$ cat config.mk
export PLATFORM = sky130hd
export DESIGN_NAME = sevenseg_scan_driver
export DESIGN_NICKNAME = d
export VERILOG_FILES = /design/src/rtl/sevenseg_pkg.sv /design/src/rtl/sevenseg_hex_decoder.sv /design/src/rtl/sevenseg_scan_driver.sv
export SDC_FILE = /design/constraint.sdc
export NUM_CORES = 1
export LEC_CHECK = 0
export CAP_MARGIN = 20
export CORE_UTILIZATION = 48
export CTS_CLUSTER_SIZE = 14
export DETAILED_ROUTE_END_ITERATION = 10
export PLACE_DENSITY = 0.73
export SLEW_MARGIN = 15
export SYNTH_ARGS = -nofsm -noshare
export SYNTH_HDL_FRONTEND = slang
export SYNTH_SLANG_ARGS = --single-unit
$ cat constraint.sdc
create_clock -name clk -period 2 [get_ports clk]
set_input_delay 0.4 -clock clk [delete_from_list [all_inputs] [get_ports clk]]
set_output_delay 0.4 -clock clk [all_outputs]
set_load 0.02 [all_outputs]
$ cat src/rtl/sevenseg_pkg.sv
// Shared definitions for the multiplexed 7-segment scan driver.
// Holds the FSM state encoding, the active-high hex glyphs and the all-off glyph.
// Glyph bit order is {A,B,C,D,E,F,G}, A in the MSB.
package sevenseg_pkg;

  localparam logic [1:0] ST_IDLE  = 2'd0;
  localparam logic [1:0] ST_SHOW  = 2'd1;
  localparam logic [1:0] ST_BLANK = 2'd2;

  localparam logic [6:0] SEG_OFF = 7'b0000000;

  localparam logic [6:0] GLYPH_0 = 7'b1111110;
  localparam logic [6:0] GLYPH_1 = 7'b0110000;
  localparam logic [6:0] GLYPH_2 = 7'b1101101;
  localparam logic [6:0] GLYPH_3 = 7'b1111001;
  localparam logic [6:0] GLYPH_4 = 7'b0110011;
  localparam logic [6:0] GLYPH_5 = 7'b1011011;
  localparam logic [6:0] GLYPH_6 = 7'b1011111;
  localparam logic [6:0] GLYPH_7 = 7'b1110000;
  localparam logic [6:0] GLYPH_8 = 7'b1111111;
  localparam logic [6:0] GLYPH_9 = 7'b1111011;
  localparam logic [6:0] GLYPH_A = 7'b1110111;
  localparam logic [6:0] GLYPH_B = 7'b0011111;
  localparam logic [6:0] GLYPH_C = 7'b1001110;
  localparam logic [6:0] GLYPH_D = 7'b0111101;
  localparam logic [6:0] GLYPH_E = 7'b1001111;
  localparam logic [6:0] GLYPH_F = 7'b1000111;

endpackage

$ cat src/rtl/sevenseg_hex_decoder.sv
// Combinational hex nibble to active-high 7-segment glyph.
// Polarity and the decimal point are handled by the scan driver.
module sevenseg_hex_decoder
  import sevenseg_pkg::*;
(
  input  logic [3:0] hex,
  output logic [6:0] glyph
);

  // Look up the glyph for the nibble
  always_comb begin
    glyph = SEG_OFF;
    case (hex)
      4'h0: glyph = GLYPH_0;
      4'h1: glyph = GLYPH_1;
      4'h2: glyph = GLYPH_2;
      4'h3: glyph = GLYPH_3;
      4'h4: glyph = GLYPH_4;
      4'h5: glyph = GLYPH_5;
      4'h6: glyph = GLYPH_6;
      4'h7: glyph = GLYPH_7;
      4'h8: glyph = GLYPH_8;
      4'h9: glyph = GLYPH_9;
      4'hA: glyph = GLYPH_A;
      4'hB: glyph = GLYPH_B;
      4'hC: glyph = GLYPH_C;
      4'hD: glyph = GLYPH_D;
      4'hE: glyph = GLYPH_E;
      4'hF: glyph = GLYPH_F;
      default: glyph = SEG_OFF;
    endcase
  end

endmodule

$ cat src/rtl/sevenseg_scan_driver.sv
// Multiplexed 7-segment scan driver with PWM brightness, decimal points,
// per-frame snapshot of the displayed data and selectable output polarity.
// Optional leading-zero blanking is compiled in with SEVENSEG_LZ_BLANK_EN.
module sevenseg_scan_driver
  import sevenseg_pkg::*;
#(
  parameter int NUM_DIGITS  = 4,
  parameter int DIV_WIDTH   = 8,
  parameter int BLANK_SLOTS = 1,
  parameter int ACTIVE_LOW  = 1
) (
  input  logic                    clk,
  input  logic                    rst_n,
  input  logic                    enable,
  input  logic [4*NUM_DIGITS-1:0] digits,
  input  logic [NUM_DIGITS-1:0]   dp_mask,
  input  logic [3:0]              brightness,
  output logic [NUM_DIGITS-1:0]   sevenseg_control,
  output logic [0:7]              sevenseg_value,
  output logic                    frame_done
);

  localparam int IDX_W = (NUM_DIGITS > 1) ? $clog2(NUM_DIGITS) : 1;
  localparam logic [IDX_W-1:0]      LAST_IDX   = IDX_W'(NUM_DIGITS - 1);
  localparam logic [DIV_WIDTH-1:0]  PRE_MAX    = '1;
  localparam logic [1:0]            LAST_BLANK = 2'((BLANK_SLOTS > 0) ? BLANK_SLOTS - 1 : 0);
  localparam logic                  POL        = (ACTIVE_LOW != 0);
  localparam logic [NUM_DIGITS-1:0] CTRL_OFF   = {NUM_DIGITS{POL}};
  localparam logic [7:0]            VAL_OFF    = {8{POL}};

  logic [1:0]            state;
  logic [DIV_WIDTH-1:0]  prescaler;
  logic [IDX_W-1:0]      idx;
  logic [1:0]            blank_cnt;
  logic [3:0]            snap_digit [NUM_DIGITS];
  logic [NUM_DIGITS-1:0] snap_dp;
  logic [NUM_DIGITS-1:0] lz_blank;
  logic                  slot_end;
  logic                  advance;
  logic                  wrap;
  logic                  take_snap;
  logic [6:0]            glyph_raw;
  logic [NUM_DIGITS-1:0] ctrl_on;
  logic [7:0]            seg_on;

  // Slot boundaries and the digit-advance / frame-wrap conditions
  always_comb begin
    slot_end = (state != ST_IDLE) && (prescaler == PRE_MAX);
    if (BLANK_SLOTS == 0)
      advance = slot_end && (state == ST_SHOW);
    else
      advance = slot_end && (state == ST_BLANK) && (blank_cnt == LAST_BLANK);
    wrap      = advance && (idx == LAST_IDX);
    take_snap = enable && ((state == ST_IDLE) || wrap);
  end

  // Scan FSM: prescaler, digit index and blanking-slot counter
  always_ff @(posedge clk or negedge rst_n) begin
    if (!rst_n) begin
      state     <= ST_IDLE;
      prescaler <= '0;
      idx       <= '0;
      blank_cnt <= '0;
    end else if (!enable) begin
      state     <= ST_IDLE;
      prescaler <= '0;
      idx       <= '0;
      blank_cnt <= '0;
    end else if (state == ST_IDLE) begin
      state     <= ST_SHOW;
      prescaler <= '0;
      idx       <= '0;
      blank_cnt <= '0;
    end else begin
      prescaler <= prescaler + 1'b1;
      if (slot_end) begin
        if ((state == ST_SHOW) && (BLANK_SLOTS > 0)) begin
          state     <= ST_BLANK;
          blank_cnt <= '0;
        end else if (advance) begin
          state     <= ST_SHOW;
          blank_cnt <= '0;
          idx       <= wrap ? '0 : idx + 1'b1;
        end else begin
          blank_cnt <= blank_cnt + 1'b1;
        end
      end
    end
  end

  // Capture digits and decimal points at the start of every frame
  always_ff @(posedge clk or negedge rst_n) begin
    if (!rst_n) begin
      for (int i = 0; i < NUM_DIGITS; i++) snap_digit[i] <= '0;
      snap_dp <= '0;
    end else if (take_snap) begin
      for (int i = 0; i < NUM_DIGITS; i++) snap_digit[i] <= digits[4*i +: 4];
      snap_dp <= dp_mask;
    end
  end

  // Leading-zero mask over the snapshot; digit 0 always stays visible
  always_comb begin : lz_mask
    logic higher_zero;
    higher_zero = 1'b1;
    lz_blank    = '0;
`ifdef SEVENSEG_LZ_BLANK_EN
    for (int i = NUM_DIGITS - 1; i >= 0; i--) begin
      higher_zero = higher_zero && (snap_digit[i] == 4'h0);
      lz_blank[i] = higher_zero && (i != 0);
    end
`else
    lz_blank = '0;
`endif
  end

  sevenseg_hex_decoder u_decoder (
    .hex   (snap_digit[idx]),
    .glyph (glyph_raw)
  );

  // Active-high next values for the digit select and segment lines
  always_comb begin
    ctrl_on = '0;
    seg_on  = 8'h00;
    if (state == ST_SHOW) begin
      if (prescaler[DIV_WIDTH-1 -: 4] <= brightness) ctrl_on[idx] = 1'b1;
      seg_on = {(lz_blank[idx] ? SEG_OFF : glyph_raw), snap_dp[idx]};
    end
  end

  // Register outputs with board polarity applied, plus the frame pulse
  always_ff @(posedge clk or negedge rst_n) begin
    if (!rst_n) begin
      sevenseg_control <= CTRL_OFF;
      sevenseg_value   <= VAL_OFF;
      frame_done       <= 1'b0;
    end else begin
      sevenseg_control <= ctrl_on ^ CTRL_OFF;
      sevenseg_value   <= seg_on ^ VAL_OFF;
      frame_done       <= enable && wrap;
    end
  end

endmodule

==> run_results.csv <==
group,metric,value,unit
run_status,status,"completed",
power_and_ir_drop,clockPowerShare,26.5,%
die,num_io_pins,40,
power_and_ir_drop,p_int,1.63,mW
sta,post-route-period-util,98.5,%
synth,synthAdderAreaFrac,8.24,%
clock_network,clk_latency,0.29,ns
min_path,hold_path_class,"in2async",
synth,avgSynthCellArea,12.2,sq um
routing,wl_met2,2070,um
routing,wl_met1,2070,um
synth,synth_xor_area_share,1.80,%
synth,syn_inst,199,
grt,track_usage,17.5,%
grt,globalRoute.totalOverflow,0,
clock_network,cts.sinks,47,
routing,avgViaCountPerCell,4.97,
synth,synth_simple_gate_area_share,10.7,%
synth,synth.area.mux_share,19.1,%
synth,synth_seq_cells,47,
setup_path,end_kind,"flop",
cells_and_area,register_area,1190,sq um
sta,whs,0.0695,ns
setup_path,worstPathMaxFanout,5,
placement,dpl.hpwl,2980,um
grt,antenna_found_initial,0,
synth,yosysTopAreaCell,"dfrtp_1",
sta,finalHoldViolCount,0,
sta,grt_setup_unrepaired,"true",
cells_and_area,final_cells,325,
synth,synth_fp_nets,242,
synth,ys.warnings.count,0,
routing,wl_per_cell,13.2,um
clock_network,cts_buffers,5,
synth,synth_area,2430,sq um
cells_and_area,final_common_cell,"clkdlybuf4s50_1",
setup_path,crit_end,"snap_digit[11]",
placement,placedCellCount,311,
sta,slew_violations,0,
setup_path,r2r_cells,7,
power_and_ir_drop,power.share.switching,25.5,%
setup_path,r2r-end,"snap_digit[11]",
setup_path,crit_start,"prescaler[0]",
placement,routabilityCongestion,0.771,
routing,wirelength,4300,um
clock_network,cts_max_level,2,
setup_path,cp_data_required_time,2.18,ns
clock_network,clk_pin_slew,0.08,ns
setup_path,r2r_setup_slack,0.03,ns
power_and_ir_drop,p_per_area,692,nW/um^2
cells_and_area,drive_gt1_share,29.8,%
power_and_ir_drop,combPwrFrac,23.0,%
cells_and_area,multi_input_area,1150,sq um
sta,fmax,0.508,GHz
grt,grt_pass1_wl,7080,um
cells_and_area,fillers,359,
routing,ant_nets,0,
sta,max-slew-margin-rel,65.9,%
setup_path,path_class,"reg2reg",
die,die_area,5350,sq um
sta,clock_skew,0.00561,ns
sta,setup_viol,0,
synth,synth_top_cells_by_area,"dfrtp_1 (36%), dfstp_2 (13%), mux2_4 (12%)",
cells_and_area,final_cell_mix,"clkdlybuf4s50_1 (38), dfrtp_1 (35), mux2_4 (20)",
synth,synth_top_area_share,36.0,%
routing,drt_iter0_markers,94,
cells_and_area,diodes,0,
die,num_rows,25,
sta,tightest_slew,0.507,ns
power_and_ir_drop,peakVddDrop,497,uV
die,start_util,50.8,%
clock_network,clock_path_buffers,2,
power_and_ir_drop,power_switching,557,uW
placement,io_buffer_count,39,
routing,drt_pass1_iterations,4,
die,die_w,73.2,um
sta,tns,0,ns
clock_network,cts_tree,"yes",
routing,drc,0,
setup_path,startpoint_type,"flop",
cells_and_area,area_growth,29.9,%
sta,finalCriticalPeriod,1.97,ns
grt,grt_max_degree,48,
clock_network,root_buffer,"clkbuf_8",
grt,first_global_vias,1531,
synth,synth_cell_types,40,
power_and_ir_drop,p_seq_share,50.4,%
setup_path,worstReg2RegStart,"prescaler[0]",
routing,met3_length,124,um
setup_path,worstPathArrival,2.15,ns
power_and_ir_drop,power,2.18,mW
die,fp.dieH,73.2,um
flow_run,max_cap_viol_count,0,
synth,synth_compound_area_share,6.69,%
synth,yosysSeqAreaShare,49.0,%
cells_and_area,fin_nets,300,
clock_network,postCtsHoldBufs,0,
routing,top_layer,"met4",
synth,synth_top_family_by_area,"multiplexers",
die,coreArea,4790,sq um
routing,dr_total_vias,1614,
power_and_ir_drop,p_leak,1.40,nW
-- worst min path at each step --
stage	start	end	slack [ns]	cells past startpoint
after floorplan	rst_n	blank_cnt[0]	0.10	0
after global placement	rst_n	prescaler[4]	0.40	2
after detailed placement	rst_n	prescaler[4]	0.40	2
after CTS	rst_n	snap_digit[6]	0.08	2
after global routing	rst_n	prescaler[5]	0.08	2
final	rst_n	prescaler[4]	0.07	2
-- worst max-delay path: stages (launching register included) --
cell       delay, ns
dfrtp_1         0.41
ha_2            0.21
nand2_2         0.07
or3_4           0.43
nor3_4          0.17
a21oi_4         0.09
clkbuf_16       0.18
mux2_4          0.29
-- layer usage --
layer,GRT usage (%),vias to the layer above
met5,0,-
met3,4.42,2
met4,5.88,0
met1,24.4,772
li1,-,802
met2,26.7,38
-- power by group through the flow --
stage	sequential (mW)	combinational [mW]	clock, mW
after floorplan	1.14	0.258	0
after global placement	1.11	0.465	0
after detailed placement	1.12	0.478	0
after CTS	1.10	0.479	0.601
after global routing	1.11	0.553	0.651
final	1.10	0.503	0.579
-- cell families after synthesis --
group,Yosys count
AND/OR/NAND/NOR,53
flip-flops,47
multiplexers,30
AO/OA/AOI/OAI,25
buffers and inverters,23
adder cells (fa/ha/maj),16
XOR/XNOR,5
-- cell usage after synthesis --
| cell | instances |
|---|---|
| a31oi_1 | 1 |
| o21ai_0 | 6 |
| o31ai_1 | 1 |
| buf_2 | 2 |
| o211ai_1 | 4 |
| nand2_2 | 1 |
| nor2b_1 | 1 |
| ha_1 | 16 |
| mux2_2 | 1 |
| mux2_4 | 20 |
| clkbuf_1 | 4 |
| and2_1 | 2 |
| xnor2_1 | 4 |
| or2_2 | 1 |
| xor2_1 | 1 |
| nand4_1 | 2 |
| mux2i_1 | 4 |
| o21ai_1 | 1 |
| inv_1 | 14 |
| buf_4 | 1 |
| nor4_1 | 1 |
| buf_6 | 2 |
| nor3_1 | 1 |
| nor2_1 | 18 |
| nor3_2 | 1 |
| and3_1 | 1 |
| o21a_1 | 2 |
| o221ai_1 | 2 |
| o211ai_2 | 1 |
| mux4_2 | 5 |
| or3_2 | 1 |
| or3_4 | 1 |
| nand2b_1 | 1 |
| dfstp_2 | 12 |
| nand3_2 | 1 |
| a21oi_1 | 6 |
| nand2_1 | 11 |
| nand3_1 | 9 |
| dfrtp_1 | 35 |
| a21oi_2 | 1 |
-- per-stage QoR --
stage / setup slack, ns / cell area (sq um) / util, %
2_1_floorplan: 0.0363 / 2430 / -
3_3_place_gp: -0.111 / 2980 / 62.3
3_5_place_dp: -0.139 / 2980 / 62.3
4_1_cts: 0.0383 / 3070 / 64.2
5_1_grt: -0.0360 / 3160 / 65.9
6_report: 0.0302 / 3160 / 65.9
-- state kept, by name, summed over array words and instances, names as in the netlist --
register          flops
snap_dp               4
frame_done            1
blank_cnt             2
prescaler             8
sevenseg_control      4
idx                   2
sevenseg_value        8
state                 2
snap_digit           16
-- cell type report --
cell class / instances / share of cell area, %
clock inverters: 1 / 0.159
inverters: 14 / 1.67
flip-flops and latches: 47 / 37.7
clock buffers: 7 / 2.74
well taps: 67 / 2.66
multi-input cells: 129 / 36.4
repair buffers: 60 / 18.7
-- what timing repair did --
item                       in CTS  in global routing
gates resized for setup         0                  4
buffers inserted                0                  4
setup endpoints to repair       0                 21
Note: power is estimated with default switching activity, not from simulation.
